<file path="src/rtl/hz_generator.sv">
// Programmable square-wave source with a modulo-CLK_HZ phase accumulator, plus a
// 1 s high / 1 s low measurement gate for the companion frequency counter.
module hz_generator #(
  parameter int unsigned CLK_HZ = 100_000_000,
  parameter int unsigned FW     = 24
) (
  input  logic          ref_clk,
  input  logic          rst_n,
  input  logic          enable,
  input  logic [FW-1:0] freq_hz,
  input  logic          load,
  output logic          ack,
  output logic          err,
  output logic          busy,
  output logic          wave_out,
  output logic          gate_out
);

  localparam int unsigned AW_MIN = $clog2(2 * CLK_HZ);
  localparam int unsigned AW     = (AW_MIN > FW + 1) ? AW_MIN : FW + 1;
  localparam int unsigned SW     = (CLK_HZ > 1) ? $clog2(CLK_HZ) : 1;

  localparam logic [AW-1:0] MOD_W    = AW'(CLK_HZ);
  localparam logic [AW-1:0] HALF_W   = AW'(CLK_HZ / 2);
  localparam logic [SW-1:0] SEC_LAST = SW'(CLK_HZ - 1);

  logic [FW-1:0] active_q, active_d;
  logic [FW-1:0] pending_q, pending_d;
  logic          busy_q, busy_d;
  logic [AW-1:0] acc_q, acc_d;
  logic [SW-1:0] sec_q, sec_d;
  logic          ack_q, ack_d;
  logic          err_q, err_d;
  logic          wave_q, wave_d;
  logic          gate_q, gate_d;

  logic [AW-1:0] sum;
  logic          wrap;
  logic          load_ok;
  logic          load_bad;
  logic          immediate;

  always_comb begin
    active_d  = active_q;
    pending_d = pending_q;
    busy_d    = busy_q;
    acc_d     = acc_q;
    sec_d     = sec_q;
    wave_d    = wave_q;
    gate_d    = gate_q;
    ack_d     = 1'b0;
    err_d     = 1'b0;

    sum       = acc_q + (AW'(active_q) << 1);
    wrap      = (sum >= MOD_W);
    load_ok   = load && (AW'(freq_hz) <= HALF_W);
    load_bad  = load && !load_ok;
    immediate = !enable || (active_q == '0);

    if (immediate) begin
      acc_d  = '0;
      wave_d = 1'b0;
    end else if (wrap) begin
      acc_d  = sum - MOD_W;
      wave_d = !wave_q;
    end else begin
      acc_d  = sum;
    end

    if (!enable) begin
      sec_d  = '0;
      gate_d = 1'b0;
    end else if (sec_q == SEC_LAST) begin
      sec_d  = '0;
      gate_d = !gate_q;
    end else begin
      sec_d  = sec_q + SW'(1);
    end

    // A rejected load holds off any apply for that edge so ack and err never
    // coincide; a deferred apply simply waits for the next rising toggle.
    err_d = load_bad;
    if (!load_bad) begin
      if (immediate) begin
        if (load_ok) begin
          pending_d = freq_hz;
          active_d  = freq_hz;
          acc_d     = '0;
          busy_d    = 1'b0;
          ack_d     = 1'b1;
        end else if (busy_q) begin
          active_d  = pending_q;
          acc_d     = '0;
          busy_d    = 1'b0;
          ack_d     = 1'b1;
        end
      end else begin
        if (busy_q && wrap && !wave_q) begin
          active_d = pending_q;
          acc_d    = '0;
          busy_d   = 1'b0;
          ack_d    = 1'b1;
        end
        if (load_ok) begin
          pending_d = freq_hz;
          busy_d    = 1'b1;
        end
      end
    end
  end

  always_ff @(posedge ref_clk or negedge rst_n) begin
    if (!rst_n) begin
      active_q  <= '0;
      pending_q <= '0;
      busy_q    <= 1'b0;
      acc_q     <= '0;
      sec_q     <= '0;
      ack_q     <= 1'b0;
      err_q     <= 1'b0;
      wave_q    <= 1'b0;
      gate_q    <= 1'b0;
    end else begin
      active_q  <= active_d;
      pending_q <= pending_d;
      busy_q    <= busy_d;
      acc_q     <= acc_d;
      sec_q     <= sec_d;
      ack_q     <= ack_d;
      err_q     <= err_d;
      wave_q    <= wave_d;
      gate_q    <= gate_d;
    end
  end

  assign ack      = ack_q;
  assign err      = err_q;
  assign busy     = busy_q;
  assign wave_out = wave_q;
  assign gate_out = gate_q;

endmodule

</file>
<file path="config.mk">
export PLATFORM = sky130hd
export DESIGN_NAME = hz_generator
export DESIGN_NICKNAME = d
export VERILOG_FILES = /design/src/rtl/hz_generator.sv
export SDC_FILE = /design/constraint.sdc
export NUM_CORES = 1
export LEC_CHECK = 0
export BUFFER_PORTS_ARGS = -buffer_cell sky130_fd_sc_hd__buf_2
export CORE_MARGIN = 3
export CORE_UTILIZATION = 60
export CTS_CLUSTER_SIZE = 14
export DETAILED_ROUTE_END_ITERATION = 8
export GPL_ROUTABILITY_DRIVEN = 0
export GPL_TIMING_DRIVEN = 0
export PLACE_DENSITY = 0.78
export SLEW_MARGIN = 40
export SYNTH_ARGS = -nofsm -noshare
export SYNTH_HDL_FRONTEND = slang
export SYNTH_SLANG_ARGS = --single-unit
</file>
<file path="constraint.sdc">
create_clock -name ref_clk -period 4.6 [get_ports ref_clk]
set_input_delay 0.69 -clock ref_clk [delete_from_list [all_inputs] [get_ports ref_clk]]
set_output_delay 0.69 -clock ref_clk [all_outputs]
set_load 0.02 [all_outputs]
</file>
==> impl_results.md <==
- Result of the run: finished, final reports clean
- Number of levels in the clock H-tree: 3
- Effective utilization at floorplan: 0.619
- Height of the die: 109 um
- Ratio of cells with drive above 1 in the final layout: 0.161
- Maximum cell stage delay along the critical path: 0.46 ns
- Antenna violations before repair: 0
- Clock root buffer master: clkbuf_8
- TritonCTS clock tree: built
- Remaining global-route overflow: 0
- Met2 WL post-DR: ~7000 um
- Fraction of the cycle the final worst path needs: 0.947
- Post-synthesis to final-layout area growth: 9.30%
- Global-route wire length before repair: about 24000 um
- Net count after synthesis: 715
- CTS sink count: approximately 110
- Minimum period implied by the final worst setup slack: between 4 and 5 ns
- Cell with the most instances after synthesis: dfrtp_1
- Yosys cell types: 62
- Synthesized cell area: about 6400 um2
- Max cap viols: 0
- Met3 WL: between 800 and 900 um
- Data arrival time at the worst-slack endpoint: ~4.6 ns
- Die Footprint: around 12000 um2
- First-pass iteration count of the detailed router: 5
- Setup Crit Path Kind: register to register
- Most used flip-flop cell after synthesis: dfrtp_1
- Top post-synthesis cells by area: dfrtp_1, ha_1, mux2_2
- Detail-routed net length per standard cell: 17.3 um
- Setup repair after global routing missed its margin: no
- Required time reported for the critical path endpoint: between 4 and 5 ns
- Gate Count Post-Synth: between 600 and 700
- Later-pin clock latency in the skew report: between 0.3 and 0.4 ns
- Cell chain of the critical path: ha_1 -> fa_1 -> a211oi_2 -> o21ai_2 -> a31oi_1 -> xor2_1 -> ha_1 -> nor4b_1 -> and3_1 -> nand4_1 -> nand2b_1 -> a21oi_2 -> o311ai_4 -> o21ai_2 -> buf_6 -> a221o_1
- Number of slew-limit violations in the final report: 0
- Post-synthesis cell type with the largest combined area: dfrtp_1
- Number of flip-flops and latches in the synthesized netlist: between 100 and 150
- Ports: 33
- Cell types with the highest counts after synthesis: dfrtp_1, nor2_1, a21oi_1
- Number of vias per cell: 6.25
- Total wire length: roughly 15000 um
- Global-route total usage across every layer: 0.261
- Pleak: 3.04 nW
- Vias in the first global route: ~5k
- Number of endpoints with negative hold slack in the final report: 0
- Worst Skew: 0.0103 ns
- Final setup vio count: 0
- Drc violations: 0
- Headroom to the max-slew limit: 0.588
- Number of cell instances on the worst register-to-register path: 16
- EDFF count, synth: 0
- Wire length on met1: about 6500 um
- Buffers added on ports: 30
- Max Freq: 0.230 GHz
- Total Neg Setup Slack: 0 ns
- Antenna diodes: 0
- Post-DP HPWL: 11200 um
- Final worst hold slack: 0.166 ns
- Setup crit start kind: register
- Mean instance size in the synthesized netlist: ~9.7 um2
- Origin of the critical flop-to-flop path: active_q[0]
- Top metal layer carrying routed signals: met4
- Antenna Violating Nets Remaining: 0
- Floorplan Core Area: about 10000 um2
- Number of warnings printed during yosys synthesis: 0
- Pin count of the biggest net entering global routing: 66
- Seq/Total Area, Yosys: 0.419
- Clock-pin transition on the worst setup and hold timing paths: 0.10 ns
- Placement Rows: 37
- Maximum clock insertion buffer count: 2
- Number of violations reported at the end of detailed-routing iteration 0: 380
- WP buf/inv: 1
- Worst-path cell with the longest stage delay: fa_1
- Hold buffers post-CTS: 0
- Critical path depth: 16
- Yosys top cell area share: 0.419
- Final-stage net count: roughly 760
- R2R Setup Slk: roughly 0.24 ns
- Cell type group with the largest total delay on the critical path: compound AO/OA/AOI/OAI gates
- Die width: 109 um
- Async S/R FF share, synth: 1.00
- Capturing point of the worst reg2reg path: active_q[5]
- Capturing element type of the critical path: register
- Number of CTS-inserted buffers: 9
- Via Count: 5284
- Transition at the pin with the smallest max-transition slack: around 0.6 ns
- PwrDens: 510 nW/um2
- Max FO, Critical Path: 10
- Path category of the worst min-delay check: primary input to async pin
- Max VDD drop: about 0.33 mV
routing by layer:
| metal | up-vias | track usage |
|---|---|---|
| met5 | - | 0 |
| met4 | 0 | 0.0659 |
| met3 | 26 | 0.0497 |
| met2 | 160 | 0.429 |
| met1 | 2580 | 0.358 |
| li1 | 2518 | - |
sequential cells by signal, indices dropped and copies added, names as in the netlist:
signal and count:
sec_q 27, acc_q 28, busy 1, gate_out 1, wave_out 1, active_q 24
pending_q 24, ack 1
final cells by class:
cell class	count	area, um2
fill	816	3340
clock inverter	7	61.3
tap	136	170
buffer	32	151
sequential	107	2680
timing repair buffer	35	218
inverter	10	37.5
multi-input combinational	510	3540
clock buffer	9	124
per-stage QoR:
stage	power [W]	setup WS [ns]	instance area, um2	std cells	utilization
floorplan	0.00256	0.753	6390	659	-
global placement	0.00290	0.140	6710	825	0.650
detailed placement	0.00297	0.111	6750	826	0.653
CTS	0.00353	0.0862	6930	842	0.671
global route	0.00383	0.00442	6980	846	0.676
finish	0.00356	0.244	6980	846	0.676
worst reg2reg max path, cell delays in order, from the launching register on:
cell and delay, ns:
dfrtp_1 0.42, ha_1 0.26, fa_1 0.46, a211oi_2 0.32
o21ai_2 0.16, a31oi_1 0.22, xor2_1 0.31, ha_1 0.20
nor4b_1 0.23, and3_1 0.19, nand4_1 0.13, nand2b_1 0.13
a21oi_2 0.10, o311ai_4 0.35, o21ai_2 0.20, buf_6 0.20
a221o_1 0.36
cells in the final DEF (no fill, tap or decap), types with 10 or more instances in the layout:
master and count:
buf_2 38, nand2_1 41, and2_1 11, mux2_2 24, nor2b_1 27, dfrtp_1 107
xnor2_1 21, a21o_1 13, ha_1 27, nor2_1 55, and3_1 14, a221o_1 25
a21oi_1 50, clkbuf_1 18, nand3_1 34, nand4_1 14, o21ai_0 20, xor2_1 27
inv_1 10, nor4_1 11
where the power goes:
| group | internal (W) | leakage, nW | switching (W) |
|---|---|---|---|
| Combinational | 0.000681 | 1.57 | 0.00113 |
| Clock | 0.000206 | 0.0956 | 0.000347 |
| Sequential | 0.00109 | 1.37 | 0.000105 |
| Total | 0.00198 | 3.04 | 0.00158 |
cells by family (layout without fill, tap and decap cells):
kind of cell,after synthesis,in the layout,share of synthesized area
mux,24,24,0.0423
buf+inv,42,93,0.0294
fa+ha+maj,28,28,0.0560
flops,107,107,0.419
compound gates,169,169,0.191
xor+xnor,48,48,0.0658
other cells,1,1,0.000587
simple gates,240,240,0.195
how the worst max path moves through the flow:
stage | startpoint | to | slack [ns]
finish | active_q[0] | active_q[5] | 0.24
global route | active_q[0] | active_q[12] | 0.004
CTS | active_q[0] | active_q[5] | 0.09
detailed placement | active_q[0] | active_q[5] | 0.11
global placement | active_q[0] | active_q[9] | 0.14
floorplan | active_q[0] | active_q[14] | 0.75
repair_timing:
action / CTS / global route
resized for setup: 0 / 5
setup buffers: 0 / 4
endpoints found under the setup margin: 0 / 49
Note: power is estimated with default switching activity, not from simulation.
